### config.mk
export PLATFORM = sky130hd
export DESIGN_NAME = line_accumulator
export DESIGN_NICKNAME = d
export VERILOG_FILES = /design/src/rtl/line_accumulator.sv
export SDC_FILE = /design/constraint.sdc
export NUM_CORES = 1
export LEC_CHECK = 0
export ABC_AREA = 1
export CAP_MARGIN = 15
export CORE_ASPECT_RATIO = 0.7
export CORE_MARGIN = 4
export CORE_UTILIZATION = 35
export DETAILED_ROUTE_END_ITERATION = 10
export DONT_BUFFER_PORTS = 1
export PLACE_DENSITY = 0.5
export SYNTH_ARGS = -nofsm -noshare
export SYNTH_HDL_FRONTEND = slang
export SYNTH_SLANG_ARGS = --single-unit
### constraint.sdc
create_clock -name CLK -period 5.2 [get_ports CLK]
set_clock_uncertainty 0.1 [all_clocks]
set_input_delay 1.04 -clock CLK [delete_from_list [all_inputs] [get_ports CLK]]
set_output_delay 1.04 -clock CLK [all_outputs]
set_load 0.005 [all_outputs]
### src/rtl/line_accumulator.sv
// line_accumulator
//   Accumulates NUM_LINES consecutive line sums from the adder tree into one
//   block total and presents it on a valid/ready output with one-entry holding.
//   A line sum offered while the held total is stalled is dropped and flagged
//   in a sticky error bit.
module line_accumulator #(
  parameter  int PIXEL_SIZE = 8,
  parameter  int LINE_SIZE  = 16,
  parameter  int NUM_LINES  = 8,
  localparam int SUM_W      = $clog2(LINE_SIZE) + 2 * PIXEL_SIZE,
  localparam int ACC_W      = SUM_W + $clog2(NUM_LINES),
  localparam int CNT_W      = (NUM_LINES > 1) ? $clog2(NUM_LINES) : 1
) (
  input  logic             CLK,
  input  logic             RST_N,
  input  logic             clear,
  input  logic             in_valid,
  input  logic [SUM_W-1:0] line_sum_in,
  output logic             in_ready,
  output logic [ACC_W-1:0] out_sum,
  output logic             out_valid,
  input  logic             out_ready,
  output logic [CNT_W-1:0] line_cnt,
  output logic             err_drop
);

  typedef enum logic [1:0] {
    IDLE  = 2'd0,
    ACCUM = 2'd1,
    HOLD  = 2'd2
  } state_t;

  // Count value at which the incoming sum completes the group.
  localparam logic [CNT_W-1:0] LAST_CNT  = CNT_W'(NUM_LINES - 1);
  localparam bit               SINGLE_LN = (NUM_LINES == 1);

  state_t           state_reg, state_next;
  logic [ACC_W-1:0] acc_reg, acc_next;
  logic [CNT_W-1:0] cnt_reg, cnt_next;
  logic [ACC_W-1:0] out_sum_reg, out_sum_next;
  logic             out_valid_reg, out_valid_next;
  logic             err_reg, err_next;

  logic             accept;
  logic [ACC_W-1:0] sum_ext;
  logic [ACC_W-1:0] acc_plus;

  // Ready whenever no total is stalled; a draining total frees the slot in the same cycle.
  assign in_ready = (state_reg != HOLD) | out_ready;
  assign accept   = in_valid & in_ready;
  assign sum_ext  = ACC_W'(line_sum_in);
  assign acc_plus = acc_reg + sum_ext;

  assign out_sum   = out_sum_reg;
  assign out_valid = out_valid_reg;
  assign line_cnt  = cnt_reg;
  assign err_drop  = err_reg;

  // State and datapath registers; reset discards any partial group.
  always_ff @(posedge CLK or negedge RST_N) begin
    if (!RST_N) begin
      state_reg     <= IDLE;
      acc_reg       <= '0;
      cnt_reg       <= '0;
      out_sum_reg   <= '0;
      out_valid_reg <= 1'b0;
      err_reg       <= 1'b0;
    end else begin
      state_reg     <= state_next;
      acc_reg       <= acc_next;
      cnt_reg       <= cnt_next;
      out_sum_reg   <= out_sum_next;
      out_valid_reg <= out_valid_next;
      err_reg       <= err_next;
    end
  end

  // Next-state logic: clear dominates, then drop flagging, then the group FSM.
  always_comb begin
    state_next     = state_reg;
    acc_next       = acc_reg;
    cnt_next       = cnt_reg;
    out_sum_next   = out_sum_reg;
    out_valid_next = out_valid_reg;
    err_next       = err_reg;

    if (clear) begin
      state_next     = IDLE;
      acc_next       = '0;
      cnt_next       = '0;
      out_sum_next   = '0;
      out_valid_next = 1'b0;
      err_next       = 1'b0;
    end else begin
      if (in_valid && !in_ready) begin
        err_next = 1'b1;
      end

      unique case (state_reg)
        IDLE: begin
          if (accept) begin
            acc_next = sum_ext;
            if (SINGLE_LN) begin
              out_sum_next   = sum_ext;
              out_valid_next = 1'b1;
              cnt_next       = '0;
              state_next     = HOLD;
            end else begin
              cnt_next   = CNT_W'(1);
              state_next = ACCUM;
            end
          end
        end

        ACCUM: begin
          if (accept) begin
            acc_next = acc_plus;
            if (cnt_reg == LAST_CNT) begin
              out_sum_next   = acc_plus;
              out_valid_next = 1'b1;
              cnt_next       = '0;
              state_next     = HOLD;
            end else begin
              cnt_next = cnt_reg + CNT_W'(1);
            end
          end
        end

        HOLD: begin
          if (out_ready) begin
            out_valid_next = 1'b0;
            state_next     = IDLE;
            // A sum arriving while the total drains opens the next group.
            if (accept) begin
              acc_next = sum_ext;
              if (SINGLE_LN) begin
                out_sum_next   = sum_ext;
                out_valid_next = 1'b1;
                cnt_next       = '0;
                state_next     = HOLD;
              end else begin
                cnt_next   = CNT_W'(1);
                state_next = ACCUM;
              end
            end
          end
        end

        default: begin
          state_next = IDLE;
        end
      endcase
    end
  end

endmodule
* Word level (Yosys, flattened, before mapping)
Cells that the tools add are included.
** Word-level totals
- Register bits :: 53
- Input bits :: 25
- Logic and storage cells :: 60
** Operators by class
- Add/subtract/negate cells :: 2
- Equality and inequality tests :: 8
- Mux-type cells :: 29
- Bitwise gates (word level) :: 2
- Reductions and logical operators :: 13
** Operators with widths (number)
- 2-to-1 mux 23 bit :: 8
- case mux 23 bit (3 select lines) :: 1
- adder 23 x 20 -> 23 bit :: 1
- 2-to-1 mux 3 bit :: 5
- != test 3 bit (second input constant) :: 4
- 2-to-1 mux 2 bit :: 5
- case mux 3 bit (3 select lines) :: 1
- AND reduction 4 bit :: 2
- nonzero test 2 bit :: 4
- 2-to-1 mux 1 bit :: 7
- case mux 2 bit (3 select lines) :: 1
- AND reduction 3 bit :: 2
- nonzero test 4 bit :: 1
- adder 3 x 1 -> 3 bit (second input constant) :: 1
- == test 3 bit (second input constant) :: 1
- nonzero test 3 bit :: 1
- == test 2 x 1 -> 1 bit (second input constant) :: 1
- == test 2 bit (second input constant) :: 1
- zero test 2 bit :: 1
- != test 2 bit (second input constant) :: 1
- case mux 1 bit (2 select lines) :: 1
- bitwise AND 1 bit :: 1
- logical AND 1 bit :: 1
- zero test 1 bit :: 1
- OR 1 bit :: 1

* Longest topological paths before layout
Gate-level depths: netlist of the first run.
- Word-level depth :: 7
- Depth in mapped cells :: 13
- Mapped depth without buffers :: 13

* Worst setup path before layout of the first run
Ideal clock, no wire load.
- Kind :: in2reg
- From :: input line_sum_in[0]
- To :: register acc_reg[16]
- Arrival :: 2.446 ns
- Setup slack :: 2.576 ns
- Stages :: 13
- Path buffers :: 0
- Cells stage by stage :: ha_1 > fa_1 > nand2_1 > inv_1 > nand2_1 > nand3_1 > nand2_1 > nand2_1 > nand2_1 > nand2_1 > nand2_1 > nand3_1 > a21oi_1
** On the way
- Word-level cells in the longest chain between the ends :: 4
** RTL lines
- from (decl) :: line 18 : input logic [SUM_W-1:0] line_sum_in,
- adder 23 x 20 -> 23 bit :: line 52 : assign acc_plus = acc_reg + sum_ext;
- 2-to-1 mux 23 bit :: line 116 : if (accept) begin
- case mux 23 bit (3 select lines) :: line 99 : unique case (state_reg)
- 2-to-1 mux 23 bit :: line 87 : if (clear) begin
- to (signal assigned) :: line 70 : acc_reg <= acc_next;
- to (decl) :: line 38 : logic [ACC_W-1:0] acc_reg, acc_next;
Every way passes these cells. The select of a mux whose other input is x is not followed.
A chain may end at the register's enable or synchronous reset.

* Worst setup path in the final report of the first run
- From :: input clear
- To :: register acc_reg[3]
** On the way
- Word-level cells in the longest chain between the ends :: 2
- Elaborated cells on any way between the ends :: 5
** RTL lines
- from (decl) :: line 16 : input logic clear,
- != test 3 bit (no source line) or nonzero test 4 bit (tied branches)
- AND reduction 3 bit (no source line)
Several ways; a longest one is shown, not always the timed one.

==> results of run 1 <==
-- report_power, final --
group / leakage (nW) / internal, mW / switching, mW
clock: 0.0841 / 0.241 / 0.157
combinational: 1.26 / 0.199 / 0.414
sequential: 0.708 / 0.467 / 0.0382
total: 2.05 / 0.907 / 0.609
-- layout by cell type, fill, tap and decap left out, drive strengths merged --
cell type	n
a21o	1
xor2	3
nor3	4
xnor2	4
nand3	44
nor2	52
clkinv	1
clkbuf	7
dfrtp	53
bufinv	1
inv	53
o21ai	17
o22ai	3
a31oi	2
o221ai	1
o21bai	2
a22o	2
a32o	1
nand3b	8
fa	1
nand4	3
and2	1
nor4	1
nand2	184
a21oi	42
a22oi	2
ha	22
o211ai	4
-- metrics by stage --
stage	instances	hold WS, ps	power [mW]	setup WS (ps)	utilization, %
CTS	647	322	1.52	2350	39.5
global route	647	314	1.63	2150	39.5
finish	647	331	1.52	2300	39.5
detailed placement	639	379	1.12	2030	37.8
global placement	639	373	1.11	2080	37.8
floorplan	521	353	0.971	2580	-
-- kinds of logic (layout without fill, tap and decap cells) --
group                    after synthesis  after routing  share of synthesized area [%]
flip-flops                            53             53                           36.2
adder cells (fa/ha/maj)               23             23                           8.06
AO/OA/AOI/OAI                         77             77                           12.2
XOR/XNOR                               7              7                           1.67
buffers and inverters                 64             62                           7.45
AND/OR/NAND/NOR                      297            297                           34.5
-- worst register-to-register path: stages, from the launching register on --
cell and delay, ps:
dfrtp_1 360, inv_1 110, nand2_2 110, nor2_4 430, o21ai_2 180, a21oi_4 790, inv_2 320, nor2_1 190
a21oi_1 60
-- layout make-up --
class	count	share of cell area, %
inverter	54	5.28
multi-input combinational	404	52.5
tap	128	4.07
sequential	53	33.7
clock buffer	7	3.63
clock inverter	1	0.764
-- path summary, 6_finish.rpt --
kind	startpoint	endpoint	slack, ps	cells after the start
worst min-delay path	RST_N	acc_reg[16]	330	0
min in group CLK	acc_reg[4]	acc_reg[4]	390	2
worst min register to register	acc_reg[4]	acc_reg[4]	390	2
worst max register to register	state_reg[1]	acc_reg[3]	2440	8
worst max-delay path	clear	acc_reg[3]	2300	6
max in group asynchronous	RST_N	acc_reg[11]	4570	0
-- per-layer routing --
layer,vias up,wire length [microns]
met5,-,0
met4,0,66
met3,7,935
met2,109,3940
met1,1562,5840
li1,1689,-
==> flow_summary.ini, run 1 <==
[job]
drv_cap = 0

[global_route]
grt_pass1_wl_microns = 17300
use_met3_pct = 5.37
grt_util_all_layers_pct = 18.6
met1_usage_pct = 30.1
antenna_found_initial = 0
first_global_vias = 3109
grt_max_degree = 54
gr-total-overflow = 0
gr-usage-met2_pct = 23.6
grt.busiest_layer = met1

[timing]
max_freq_ghz = 0.345
slew_viol_final = 0
maxSlewHeadroom_pct = 36.0
setup_tns_ps = 0
worstMarginPinSlew_ps = 958
finalSetupViolCount = 0
finalCriticalPeriod_ps = 2900
finalHoldViolations = 0
fin_crit_sh_pct = 55.8
rsz0062_at_grt = false

[layout]
nFillCells = 1033
n_antenna_cell = 0
multi_input_comb_area_sq_um = 2060
seq_area_sq_um = 1330
stdcell_area_sq_um = 3930
syn_to_final_growth_pct = 7.31
nNetsFinal = 566
drive_gt1_share_pct = 4.43

[clock_network]
clockBufferDepth = 2
cts-root-buf = clkbuf_16
h-tree-depth = 2
clk_pin_slew_worst_paths_ps = 70
cts_resized = 0
post-cts-setup-buffer-count = 0
clock_sinks = 53
cts_hold_buf = 0
cts_tree = yes
clkLatencyLatePin_ps = 300
cts_made_buffers = 5

[worst_setup_path]
cp-end-kind = flip-flop
max_stage_delay_ps = 790
worst-path-buf-inv = 1
cp_top_family = compound AO/OA/AOI/OAI gates
worstPathMaxFanout = 33
crit_path_cell_trace = nor2_4 -> o21ai_2 -> a21oi_4 -> inv_2 -> nor2_1 -> a21oi_1
cp_data_required_time_ps = 5280
worstSetupPathType = input port to flip-flop
crit_arrival_ps = 2990
worstSetupStartpointType = input port
slowest_stage = a21oi_4

[floorplan]
core_sq_um = 9950
die_h_microns = 93.6
fp-row-count = 30
io_pins = 54
die_area_sq_um = 12200
chipWidth_microns = 130
initial_core_util_pct = 36.8

[yosys]
syn_nets = 569
synth_top_area_share_pct = 36.2
ys_ff_latch = 53
yosys.area.top_type = dfrtp_1
ys_seq_area_share_pct = 36.2
avgSynthCellArea_sq_um = 7.03
ys_types = 39
yosys-top-cells-area = dfrtp_1 36%, nand2_1 18%, ha_1 7.5%, nand3_1 5.9%, a21oi_1 5.6%
ys_top_cells_by_count = 180 x nand2_1, 53 x dfrtp_1, 49 x inv_1
synth_warnings = 0
syn_area_sq_um = 3660
synthCells = 521
ys.flop_type = dfrtp_1
synth_edf_count = 0
synth_most_common_cell = nand2_1
synth-async-reset-ratio_pct = 100

[drt]
drc = 0
routedWlPerCell_microns = 16.7
vias = 3367
vias_per_cell = 5.20
drtIter0Drc = 256
final_antenna_net_count = 0
drtPass1Iterations = 5
routed_wl_microns = 10800

[pwr]
ir_drop_v = 0.000130
power.leakage_nw = 2.05
p_per_area_nw_per_um2 = 385

[run_status]
status = completed

[placed_design]
port_buffers = 0
post-dp-hpwl_microns = 8290
dpl_cell_area_sq_um = 3760
gp_congestion = 0.906

[worst_hold_path]
hold_path_class = input port to asynchronous set/reset pin
No activity file was read; power rests on OpenSTA's default activity.
==> run 2, diff against run 1 <==
--- a/config.mk
+++ b/config.mk
@@ -12,7 +12,7 @@
 export CORE_UTILIZATION = 35
 export DETAILED_ROUTE_END_ITERATION = 10
 export DONT_BUFFER_PORTS = 1
-export PLACE_DENSITY = 0.5
+export PLACE_DENSITY = 0.52
 export SYNTH_ARGS = -nofsm -noshare
 export SYNTH_HDL_FRONTEND = slang
 export SYNTH_SLANG_ARGS = --single-unit
==> constraint.sdc (replaced) <==
create_clock -name CLK -period 2.64 [get_ports CLK]
set_clock_uncertainty 0.1 [all_clocks]
set_input_delay 0.528 -clock CLK [delete_from_list [all_inputs] [get_ports CLK]]
set_output_delay 0.528 -clock CLK [all_outputs]
set_load 0.005 [all_outputs]
==> flow_summary.ini, run 2 (synthesis results as in run 1) <==
[drt]
routedWlPerCell_microns = 16.9
drtPass1Iterations = 5
vias_per_cell = 5.13
drtIter0Drc = 153
vias = 3358
routed_wl_microns = 11000
drc = 0
final_antenna_net_count = 0

[worst_setup_path]
crit_arrival_ps = 2370
cp-end-kind = flip-flop
slowest_stage = fa_1
max_stage_delay_ps = 450
crit_path_cell_trace = ha_1 -> fa_1 -> nand2_1 -> inv_1 -> nand2_1 -> nand3_1 -> nand2_1 -> nand2_1 -> nand2_1 -> nand2_1 -> nand2_1 -> nand3_1 -> a21oi_1
cpMostUsedCell = nand2_1
cp_data_required_time_ps = 2760
worstSetupPathType = flip-flop to flip-flop
worstPathMaxFanout = 3
worstSetupStartpointType = flip-flop

[timing]
max_freq_ghz = 0.443
finalHoldViolations = 1
setup_tns_ps = 0
finalSetupViolCount = 0
worstMarginPinSlew_ps = 453
rsz0062_at_grt = false
whs_ps = -1.62
slew_viol_final = 0
finalCriticalPeriod_ps = 2260
maxSlewHeadroom_pct = 69.8
fin_crit_sh_pct = 85.4

[pwr]
switching_share_pct = 41.8
power.leakage_nw = 2.08
p_comb_share_pct = 43.1
seqPwrFrac_pct = 34.5
intPower_mw = 1.68
p_sw_mw = 1.21
ir_drop_v = 0.000263
p_per_area_nw_per_um2 = 728
clockPowerShare_pct = 22.4

[clock_network]
cts_resized = 0
post-cts-setup-buffer-count = 0
clk_pin_slew_worst_paths_ps = 70
cts_tree = yes
cts_made_buffers = 5
h-tree-depth = 2
clock_sinks = 53
clkLatencyLatePin_ps = 290
clockBufferDepth = 2
cts-root-buf = clkbuf_16

[floorplan]
die_area_sq_um = 12200
fp-row-count = 30
core_sq_um = 9950
chipWidth_microns = 130
initial_core_util_pct = 36.8
die_h_microns = 93.6
io_pins = 54

[layout]
seq_area_sq_um = 1330
n_antenna_cell = 0
finalNonFillerCells = 654
nFillCells = 1060
syn_to_final_growth_pct = 8.30
nNetsFinal = 573
multi_input_comb_area_sq_um = 2060
drive_gt1_share_pct = 5.32
final_cell_mix = 180 x nand2_1, 53 x dfrtp_1, 49 x inv_1
final_common_cell = nand2_1

[global_route]
grt_max_degree = 54
first_global_vias = 3204
antenna_found_initial = 0
grt_util_all_layers_pct = 18.9
grt_pass1_wl_microns = 17700
gr-total-overflow = 0

[placed_design]
gp_congestion = 0.916
post-dp-hpwl_microns = 8680
port_buffers = 0
placedCellCount = 645

[job]
drv_cap = 0

[run_status]
status = finished, violations left
violations = hold timing

[worst_hold_path]
hold_path_class = input port to asynchronous set/reset pin
==> run 2: cell types whose count changed in the layout (fill, tap and decap cells not counted) <==
| cell | before | now |
|---|---|---|
| clkbuf_1 | 1 | 3 |
| clkbuf_8 | 1 | 0 |
| buf_16 | 0 | 1 |
| bufinv_16 | 1 | 0 |
| buf_4 | 0 | 6 |
==> run 2: layer usage <==
metal	vias to the layer above	part of all wire [%]	track usage, %
met2	99	37	24.2
met5	-	0	0
met3	9	8.3	5.99
met4	0	0.63	3.46
met1	1550	54	30.3
li1	1700	-	-
==> run 2: layout make-up <==
class	count	area share (%)
clock buffer	8	3.44
inverter	54	5.23
multi-input combinational	404	52.0
sequential	53	33.4
tap	128	4.04
timing repair buffer	7	1.83
==> run 2: power groups by stage <==
stage / Combinational, mW / Clock [mW] / Sequential [mW]
global route: 1.42 / 0.696 / 1.01
floorplan: 0.920 / 0 / 0.992
global placement: 1.21 / 0 / 1.01
finish: 1.25 / 0.648 / 0.996
CTS: 1.24 / 0.665 / 0.998
detailed placement: 1.21 / 0 / 1.01
==> run 2: path summary, 6_finish.rpt <==
check	start	endpoint	slack, ps	cells past startpoint
max	acc_reg[0]	acc_reg[12]	380	13
min	RST_N	acc_reg[14]	-2	1
max reg2reg	acc_reg[0]	acc_reg[12]	380	13
min reg2reg	acc_reg[0]	acc_reg[0]	390	2
max in group asynchronous	RST_N	acc_reg[12]	2200	1
min in group CLK	clear	err_drop	200	1
==> run 2: worst max-delay path: cells and delay by family (launching register included) <==
family / cells / cell delay (ps)
simple gates: 9 / 840
fa+ha+maj: 2 / 680
flops: 1 / 380
compound gates: 1 / 130
buf+inv: 1 / 60
==> run 2: timing repair <==
item                       CTS  global route
hold buffers                 1             0
setup endpoints to repair    0             0
hold endpoints to repair    53             0
==> run 2: metrics by stage <==
step                      power (mW)  util (%)  area (sq um)  worst slack [ps]
after floorplan                 1.91         -          3660               528
after global placement          2.21      38.2          3800               295
after detailed placement        2.22      38.2          3800               238
after CTS                       2.90      39.9          3970               375
after global routing            3.12      39.9          3970               206
final                           2.89      39.9          3970               384
==> run 3, diff against run 2 <==
--- a/config.mk
+++ b/config.mk
@@ -10,6 +10,7 @@
 export CORE_ASPECT_RATIO = 0.7
 export CORE_MARGIN = 4
 export CORE_UTILIZATION = 35
+export CTS_BUF_LIST = sky130_fd_sc_hd__clkbuf_16
 export DETAILED_ROUTE_END_ITERATION = 10
 export DONT_BUFFER_PORTS = 1
 export PLACE_DENSITY = 0.52
==> flow_summary.ini, run 3 (synthesis results as in run 1) <==
[floorplan]
initial_core_util_pct = 36.8
core_sq_um = 9950
fp-row-count = 30
die_h_microns = 93.6
io_pins = 54
die_area_sq_um = 12200
chipWidth_microns = 130

[layout]
final_util_pct = 39.9
syn_to_final_growth_pct = 8.30
final_common_cell = nand2_1
final_cell_mix = 180 x nand2_1, 53 x dfrtp_1, 52 x inv_1
nFillCells = 1060
n_antenna_cell = 0
nNetsFinal = 573
drive_gt1_share_pct = 5.32

[clock_network]
cts-root-buf = clkbuf_16
cts_tree = yes
h-tree-depth = 2
cts_made_buffers = 5
clk_pin_slew_worst_paths_ps = 70
clock_sinks = 53
clkLatencyLatePin_ps = 290
clockBufferDepth = 2
post-cts-setup-buffer-count = 0

[pwr]
p_per_area_nw_per_um2 = 725
switching_share_pct = 41.9
p_sw_mw = 1.20
power.leakage_nw = 2.09
seqPwrFrac_pct = 34.7
p_comb_share_pct = 43.2
intPower_mw = 1.67
clockPowerShare_pct = 22.1
ir_drop_v = 0.000263

[global_route]
antenna_found_initial = 0
grt_max_degree = 54
grt_pass1_wl_microns = 17700
grt_util_all_layers_pct = 18.9
gr-total-overflow = 0
first_global_vias = 3204

[worst_setup_path]
cpMostUsedCell = nand2_1
worstSetupStartpointType = flip-flop
worst-path-buf-inv = 1
worstPathMaxFanout = 3
cp_data_required_time_ps = 2760
crit_path_cell_trace = ha_1 -> fa_1 -> nand2_1 -> inv_1 -> nand2_1 -> nand3_1 -> nand2_1 -> nand2_1 -> nand2_1 -> nand2_1 -> nand2_1 -> nand3_1 -> a21oi_1
worstSetupPathType = flip-flop to flip-flop
cp-end-kind = flip-flop
crit_arrival_ps = 2370
max_stage_delay_ps = 450
slowest_stage = fa_1
cp_top_family = simple AND/OR/NAND/NOR gates

[timing]
setup_slack_ps = 390
rsz0062_at_grt = false
setup_tns_ps = 0
whs_ps = -1.51
worstMarginPinSlew_ps = 453
maxSlewHeadroom_pct = 69.8
finalCriticalPeriod_ps = 2250
slew_viol_final = 0
fin_crit_sh_pct = 85.2
max_freq_ghz = 0.444
finalHoldViolations = 1
finalSetupViolCount = 0

[placed_design]
gp_congestion = 0.916
post-dp-hpwl_microns = 8680
dp_slack_ps = 238
port_buffers = 0

[drt]
drc = 0
final_antenna_net_count = 0
drtIter0Drc = 153
vias_per_cell = 5.12
routed_wl_microns = 11000
drtPass1Iterations = 5
routedWlPerCell_microns = 16.8
vias = 3346

[run_status]
status = finished, violations left
violations = hold timing

[worst_hold_path]
hold_path_class = input port to asynchronous set/reset pin

[job]
drv_cap = 0
==> run 3: cell types whose count changed in the layout (fill, tap and decap cells not counted), sizes merged <==
cell / previous run / this run
inv: 53 / 56
clkbuf: 8 / 5
==> run 3: area by class of cell <==
| class | count | area [sq um] | area share (%) |
|---|---|---|---|
| Clock buffer | 5 | 125 | 3.15 |
| Multi-Input combinational cell | 404 | 2060 | 52.0 |
| Timing Repair Buffer | 7 | 72.6 | 1.83 |
| Sequential cell | 53 | 1330 | 33.4 |
| Tap cell | 128 | 160 | 4.04 |
| Inverter | 54 | 208 | 5.23 |
| Clock inverter | 3 | 11.3 | 0.284 |
==> run 3: worst register-to-register path: stages, from the launching register on <==
cell,delay [ps]
dfrtp_1,380
ha_1,230
fa_1,450
nand2_1,100
inv_1,60
nand2_1,50
nand3_1,120
nand2_1,110
nand2_1,120
nand2_1,140
nand2_1,70
nand2_1,70
nand3_1,60
a21oi_1,120
==> run 3: routing by layer <==
metal / wire [microns] / global-route usage, %
met1: 5930 / 30.3
met2: 4080 / 24.2
met3: 935 / 5.99
met4: 65 / 3.46
met5: 0 / 0
==> run 3: final timing paths <==
check	startpoint	cells after the start	endpoint	slack (ps)
worst max register to register	acc_reg[0]	13	acc_reg[12]	390
min in group CLK	clear	1	err_drop	200
worst min register to register	acc_reg[0]	2	acc_reg[0]	400
worst max-delay path	acc_reg[0]	13	acc_reg[12]	390
worst min-delay path	RST_N	1	acc_reg[14]	-2
max in group asynchronous	RST_N	1	acc_reg[12]	2210
==> run 3: stage by stage <==
| stage | cell area [sq um] | total power, mW | std cells |
|---|---|---|---|
| finish | 3970 | 2.87 | 654 |
| global route | 3970 | 3.11 | 654 |
| CTS | 3970 | 2.89 | 654 |
| detailed placement | 3800 | 2.22 | 645 |
| global placement | 3800 | 2.21 | 645 |
| floorplan | 3660 | 1.91 | 521 |
==> run 3: repair_timing <==
action | 4_1_cts | 5_1_grt
hold buffers | 1 | 0
endpoints found under the hold margin | 53 | 0
gates resized for setup | 0 | 0
==> run 3: power by group through the flow <==
stage	clock network [mW]	registers, mW	logic [mW]
after floorplan	0	0.992	0.920
after global placement	0	1.01	1.21
after detailed placement	0	1.01	1.21
after CTS	0.655	0.998	1.24
after global routing	0.685	1.01	1.42
final	0.636	0.997	1.24
